$ cat config.mk
export PLATFORM = sky130hd
export DESIGN_NAME = motor_step_ctrl
export DESIGN_NICKNAME = d
export VERILOG_FILES = /design/src/rtl/motor_ctrl_pkg.sv /design/src/rtl/step_pulse_gen.sv /design/src/rtl/motor_step_ctrl.sv
export SDC_FILE = /design/constraint.sdc
export NUM_CORES = 1
export LEC_CHECK = 0
export BUFFER_PORTS_ARGS = -buffer_cell sky130_fd_sc_hd__buf_2
export CORE_MARGIN = 1.5
export CORE_UTILIZATION = 35
export CTS_BUF_LIST = sky130_fd_sc_hd__clkbuf_8 sky130_fd_sc_hd__clkbuf_16
export DETAILED_ROUTE_END_ITERATION = 8
export PLACE_DENSITY = 0.59
export SKIP_LAST_GASP = 1
export SLEW_MARGIN = 20
export SYNTH_ARGS = -nofsm -noshare
export SYNTH_HDL_FRONTEND = slang
export SYNTH_SLANG_ARGS = --single-unit
$ cat constraint.sdc
create_clock -name sysclk -period 6.5 [get_ports sysclk]
set_input_delay 0 -clock sysclk [delete_from_list [all_inputs] [get_ports sysclk]]
set_output_delay 0 -clock sysclk [all_outputs]
set_load 0.005 [all_outputs]
$ cat src/rtl/motor_ctrl_pkg.sv
// Shared types and helpers for the six-motor step/direction controller.
package motor_ctrl_pkg;

  localparam int NUM_MOTORS = 6;
  localparam int POS_W      = 10;
  localparam int IDX_W      = 3;

  typedef enum logic [2:0] {
    S_IDLE,
    S_LATCH,
    S_CALC,
    S_CHECK,
    S_STEP_HI,
    S_STEP_LO,
    S_DONE,
    S_ERR
  } state_t;

  typedef struct packed {
    logic             valid;
    logic [IDX_W-1:0] idx;
  } motor_sel_t;

  // x*100 = x<<6 + x<<5 + x<<2, x*10 = x<<3 + x<<1
  function automatic logic [POS_W-1:0] bcd3_to_bin(input logic [3:0] d_hund,
                                                   input logic [3:0] d_tens,
                                                   input logic [3:0] d_ones);
    logic [POS_W-1:0] h, t, o;
    h = POS_W'(d_hund);
    t = POS_W'(d_tens);
    o = POS_W'(d_ones);
    return (h << 6) + (h << 5) + (h << 2) + (t << 3) + (t << 1) + o;
  endfunction

  function automatic motor_sel_t onehot6_to_idx(input logic [NUM_MOTORS-1:0] sel);
    motor_sel_t  res;
    int unsigned n_set;
    res   = '0;
    n_set = 0;
    for (int k = 0; k < NUM_MOTORS; k++) begin
      if (sel[k]) begin
        res.idx = IDX_W'(k);
        n_set++;
      end
    end
    res.valid = (n_set == 1);
    return res;
  endfunction

endpackage

$ cat src/rtl/step_pulse_gen.sv
// Single step pulse timer: high for STEP_HIGH cycles, whole period STEP_PERIOD cycles.
module step_pulse_gen #(
  parameter int STEP_PERIOD = 50000,
  parameter int STEP_HIGH   = 100
) (
  input  logic i_clk,
  input  logic i_rst_n,
  input  logic i_start,
  output logic o_pulse,
  output logic o_pulse_end,
  output logic o_period_end
);

  localparam int CW = $clog2(STEP_PERIOD);
  localparam logic [CW-1:0] C_HI_LAST  = CW'(STEP_HIGH - 1);
  localparam logic [CW-1:0] C_PER_LAST = CW'(STEP_PERIOD - 1);

  logic          r_active;
  logic          r_pulse;
  logic [CW-1:0] r_cnt;

  assign o_pulse      = r_pulse;
  assign o_pulse_end  = r_pulse && (r_cnt == C_HI_LAST);
  assign o_period_end = r_active && (r_cnt == C_PER_LAST);

  always_ff @(posedge i_clk or negedge i_rst_n) begin
    if (!i_rst_n) begin
      r_active <= 1'b0;
      r_pulse  <= 1'b0;
      r_cnt    <= '0;
    end else if (i_start) begin
      r_active <= 1'b1;
      r_pulse  <= 1'b1;
      r_cnt    <= '0;
    end else if (r_active) begin
      if (o_pulse_end)
        r_pulse <= 1'b0;
      if (o_period_end) begin
        r_active <= 1'b0;
        r_cnt    <= '0;
      end else begin
        r_cnt <= r_cnt + 1'b1;
      end
    end
  end

endmodule

$ cat src/rtl/motor_step_ctrl.sv
// Converts a latched BCD target into step/direction pulses for one of six motors,
// tracking every motor's absolute position.
module motor_step_ctrl
  import motor_ctrl_pkg::*;
#(
  parameter int STEP_PERIOD = 50000,
  parameter int STEP_HIGH   = 100
) (
  input  logic                  sysclk,
  input  logic                  INIT_n,
  input  logic                  Enter,
  input  logic [3:0]            TValue0,
  input  logic [3:0]            TValue1,
  input  logic [3:0]            TValue2,
  input  logic [NUM_MOTORS-1:0] Motor,
  output logic [NUM_MOTORS-1:0] Step,
  output logic [NUM_MOTORS-1:0] Dir,
  output logic                  Busy,
  output logic                  Done,
  output logic                  Err,
  output logic [POS_W-1:0]      CurPos
);

  state_t                r_state;
  logic                  r_enter_q;
  logic [3:0]            r_d0, r_d1, r_d2;
  logic [NUM_MOTORS-1:0] r_motor;
  logic [POS_W-1:0]      r_target;
  logic [IDX_W-1:0]      r_idx;
  logic                  r_have_cmd;
  logic [POS_W-1:0]      r_pos [NUM_MOTORS];
  logic [NUM_MOTORS-1:0] r_dir;
  logic                  r_busy, r_done, r_err;

  motor_sel_t            w_sel;
  logic                  w_digits_ok;
  logic [POS_W-1:0]      w_target;
  logic [POS_W-1:0]      w_sel_pos;
  logic                  w_start;
  logic                  w_pulse, w_pulse_end, w_period_end;

  assign w_sel       = onehot6_to_idx(r_motor);
  assign w_digits_ok = (r_d0 <= 4'd9) && (r_d1 <= 4'd9) && (r_d2 <= 4'd9);
  assign w_target    = bcd3_to_bin(r_d0, r_d1, r_d2);
  assign w_sel_pos   = r_pos[w_sel.idx];
  assign w_start     = (r_state == S_CHECK) && (r_pos[r_idx] != r_target);

  step_pulse_gen #(
    .STEP_PERIOD(STEP_PERIOD),
    .STEP_HIGH  (STEP_HIGH)
  ) u_pulse (
    .i_clk       (sysclk),
    .i_rst_n     (INIT_n),
    .i_start     (w_start),
    .o_pulse     (w_pulse),
    .o_pulse_end (w_pulse_end),
    .o_period_end(w_period_end)
  );

  assign Step   = w_pulse ? (NUM_MOTORS'(1) << r_idx) : '0;
  assign Dir    = r_dir;
  assign Busy   = r_busy;
  assign Done   = r_done;
  assign Err    = r_err;
  assign CurPos = r_have_cmd ? r_pos[r_idx] : '0;

  // Dir is also preset in CALC so it is stable a cycle ahead of the first step
  always_ff @(posedge sysclk or negedge INIT_n) begin
    if (!INIT_n) begin
      r_state    <= S_IDLE;
      r_enter_q  <= 1'b0;
      r_d0       <= '0;
      r_d1       <= '0;
      r_d2       <= '0;
      r_motor    <= '0;
      r_target   <= '0;
      r_idx      <= '0;
      r_have_cmd <= 1'b0;
      r_dir      <= '0;
      r_busy     <= 1'b0;
      r_done     <= 1'b0;
      r_err      <= 1'b0;
      for (int k = 0; k < NUM_MOTORS; k++)
        r_pos[k] <= '0;
    end else begin
      r_enter_q <= Enter;
      case (r_state)
        S_IDLE: begin
          if (Enter && !r_enter_q) begin
            r_busy  <= 1'b1;
            r_state <= S_LATCH;
          end
        end
        S_LATCH: begin
          r_d0    <= TValue0;
          r_d1    <= TValue1;
          r_d2    <= TValue2;
          r_motor <= Motor;
          r_state <= S_CALC;
        end
        S_CALC: begin
          if (!w_digits_ok || !w_sel.valid) begin
            r_err   <= 1'b1;
            r_state <= S_ERR;
          end else begin
            r_target   <= w_target;
            r_idx      <= w_sel.idx;
            r_have_cmd <= 1'b1;
            if (w_target != w_sel_pos)
              r_dir[w_sel.idx] <= (w_target > w_sel_pos);
            r_state <= S_CHECK;
          end
        end
        S_CHECK: begin
          if (r_pos[r_idx] == r_target) begin
            r_done  <= 1'b1;
            r_state <= S_DONE;
          end else begin
            r_dir[r_idx] <= (r_target > r_pos[r_idx]);
            r_state      <= S_STEP_HI;
          end
        end
        S_STEP_HI: begin
          if (w_pulse_end) begin
            r_pos[r_idx] <= r_dir[r_idx] ? r_pos[r_idx] + 1'b1 : r_pos[r_idx] - 1'b1;
            r_state      <= S_STEP_LO;
          end
        end
        S_STEP_LO: begin
          if (w_period_end)
            r_state <= S_CHECK;
        end
        S_DONE, S_ERR: begin
          r_done  <= 1'b0;
          r_err   <= 1'b0;
          r_busy  <= 1'b0;
          r_state <= S_IDLE;
        end
        default: r_state <= S_IDLE;
      endcase
    end
  end

endmodule

==> metrics <==
Total Routing Usage GR 18.6%; FMAX 201 MHz; Die Ht 154 um; Worst setup EP type flip-flop; CTS tree built; Clk Tree Root Cell clkbuf_16; synth unique cells 64; Detailed Routing Iterations Pass 1 5; worst skew pair latency 0.42 ns; die width 154 um; starting density of the core 35.5%; register area share after synthesis 38.6%; global-route wire length before repair 34.0 mm; Sw Share 44.3%; Slew @ Worst Pin 1.11 ns; number of synthesized flops with an enable pin 0; cell area after synthesis 7980 um2; DRT iter0 DRCs 334; io pins 46; Vias per Instance 5.32; flops & latches, synth 123; TritonCTS Buffers 17; die area 23,700 um2; Synth Flop Type dfrtp_1; max-slew violations 0; leak pwr 4.28 nW; syn nets 871; DRC errors left 0; # port buffers 45; clock sink count 123; Cell Pwr Density 547 nW/um2; H-tree depth 4; fin nets 929; FP Rows 55; Final ANT Viol Nets 0; Ant. Diodes 0; Peak VDD IR 379 uV; Clock power frac 16.7%; syn_area_per_cell 10.1 um2; Clock Skew 0.00782 ns; Vias 6,076; clock slew at reported path FFs 0.06 ns; endpoints failing hold 0; floorplan core area 22,500 um2; Comb pwr share 60.5%; Crit Path Category reg2reg; Pint 2.80 mW; asr flop ratio synth 100%; largest net degree at the start of global routing 82; RSZ-0062 raised after global routing false; initial antenna violation count 0; setup tns final 0 ns; maximum root-to-sink buffer count 2; CP arrival 5.27 ns; commonest non-fill, non-tap cells in the layout 122 x dfrtp_1, 74 x nand2_1, 67 x mux2_2; status finished clean; GP Congestion 0.841; post-DP HPWL 15.0 mm; worst hold slack 0.186 ns; Worst EP required 6.80 ns; Final setup viols 0; Post-CTS Setup Bufs 0; most common cell after layout, fill and taps aside dfrtp_1; nature of the critical path startpoint flip-flop; Worst Hold Class in2async; vias in the first global route 6,127; area grow syn2layout 15.2%; crit path time final 4.97 ns; YS warnings 0; layout cells sized above 1 20.4%; Fillers 2,153; CP max FO 6; final worst-path cycle share 76.4%; final WL 20.9 mm; Mapped Cells 789; grt total ovfl 0; sequential power share 22.8%; Sw Pwr 2.23 mW; MaxCap Viol Count 0; Slew HR 25.3%; Routed WL per cell 18.3 um
==> layout make-up <==
class / instances / area (um2) / area share (%)
flip-flops and latches: 123 / 3080 / 33.5
inverters: 43 / 161 / 1.76
clock inverters: 9 / 51.3 / 0.558
well taps: 285 / 357 / 3.88
clock buffers: 20 / 467 / 5.07
multi-input cells: 589 / 4590 / 49.9
repair buffers: 73 / 492 / 5.35
==> synth_stat cells (all sizes together), types with 8 or more instances <==
master	n	area [um2]
nor2b	20	125
xnor2	18	158
mux2	73	845
buf	11	72.6
nor2	44	165
nand3	11	55.1
a21o	13	97.6
nand2b	10	62.6
ha	53	663
clkbuf	23	86.3
mux2i	26	260
a21oi	37	185
a22oi	8	60.1
mux4	10	225
nand2	74	278
and3	13	81.3
nand4	9	56.3
fa	8	160
o21ai	63	315
inv	42	158
dfrtp	123	3080
xor2	13	114
==> power groups by stage <==
| stage | sequential (mW) | clock (mW) | combinational, mW |
|---|---|---|---|
| 2_1_floorplan | 1.02 | 0 | 2.33 |
| 3_5_place_dp | 1.16 | 0 | 3.01 |
| 3_3_place_gp | 1.15 | 0 | 2.96 |
| 6_report | 1.15 | 0.839 | 3.05 |
| 4_1_cts | 1.15 | 0.856 | 3.05 |
| 5_1_grt | 1.18 | 0.893 | 3.37 |
==> metal layers <==
| metal | part of all wire (%) | vias up | track usage [%] |
|---|---|---|---|
| li1 | - | 2940 | - |
| met3 | 3.9 | 17 | 4.20 |
| met5 | 0 | - | 0 |
| met2 | 47 | 129 | 29.8 |
| met1 | 48 | 2990 | 25.4 |
| met4 | 1.0 | 0 | 4.53 |
==> worst max-delay path, stage by stage, from the launching register on <==
cell and delay (ns):
dfrtp_1 0.45, fa_1 0.58, fa_1 0.42, ha_1 0.24, fa_1 0.40, a21oi_1 0.16
nor2_1 0.06, nor2_1 0.14, o21bai_1 0.08, a21oi_1 0.17, xnor2_1 0.18, ha_1 0.29
and4_1 0.23, nand4_1 0.13, nor2_1 0.06, a211o_1 0.36, a2111oi_0 0.49, mux2_2 0.39
==> path summary, 6_finish.rpt <==
check,depth (start not counted),slack (ns),endpoint,startpoint
worst min-delay path,2,0.19,r_motor[0],INIT_n
worst min register to register,2,0.50,r_pos[23],r_pos[23]
worst max register to register,17,1.53,Dir[0],r_d0[1]
max in group asynchronous,3,5.20,r_idx[0],INIT_n
min in group sysclk,2,0.24,r_enter_q,Enter
worst max-delay path,17,1.53,Dir[0],r_d0[1]
==> kinds of logic (layout without fill, tap and decap cells) <==
| group | Yosys count | after routing | synth area share, % |
|---|---|---|---|
| multiplexers | 109 | 109 | 16.7 |
| adder cells (fa/ha/maj) | 61 | 61 | 10.3 |
| AO/OA/AOI/OAI | 170 | 170 | 13.2 |
| XOR/XNOR | 32 | 32 | 3.71 |
| buffers and inverters | 77 | 145 | 4.01 |
| AND/OR/NAND/NOR | 217 | 217 | 13.5 |
| flip-flops | 123 | 123 | 38.6 |
==> stage by stage <==
step / cells / setup slack [ns] / area (um2) / total power [mW] / util [%]
after global routing: 1142 / 1.30 / 9200 / 5.44 / 40.9
after detailed placement: 1093 / 1.59 / 8470 / 4.16 / 37.7
after floorplan: 789 / 1.98 / 7980 / 3.35 / -
final: 1142 / 1.53 / 9200 / 5.03 / 40.9
after global placement: 1093 / 1.67 / 8470 / 4.11 / 37.7
after CTS: 1142 / 1.54 / 9190 / 5.05 / 40.9
==> what timing repair did <==
item,in CTS,in global routing
hold endpoints to repair,99,0
hold buffers,20,0
gates resized for setup,0,0
==> flip-flops by register name, indices dropped and copies added, names as in the netlist <==
name,count
r_d2,4
r_state,3
r_idx,3
u_pulse.r_cnt,16
r_motor,6
Busy,1
r_enter_q,1
r_target,10
Done,1
u_pulse.r_active,1
Err,1
r_d0,4
u_pulse.o_pulse,1
r_d1,4
r_have_cmd,1
r_pos,60
Dir,6
Power figures use the tool's default switching activity.
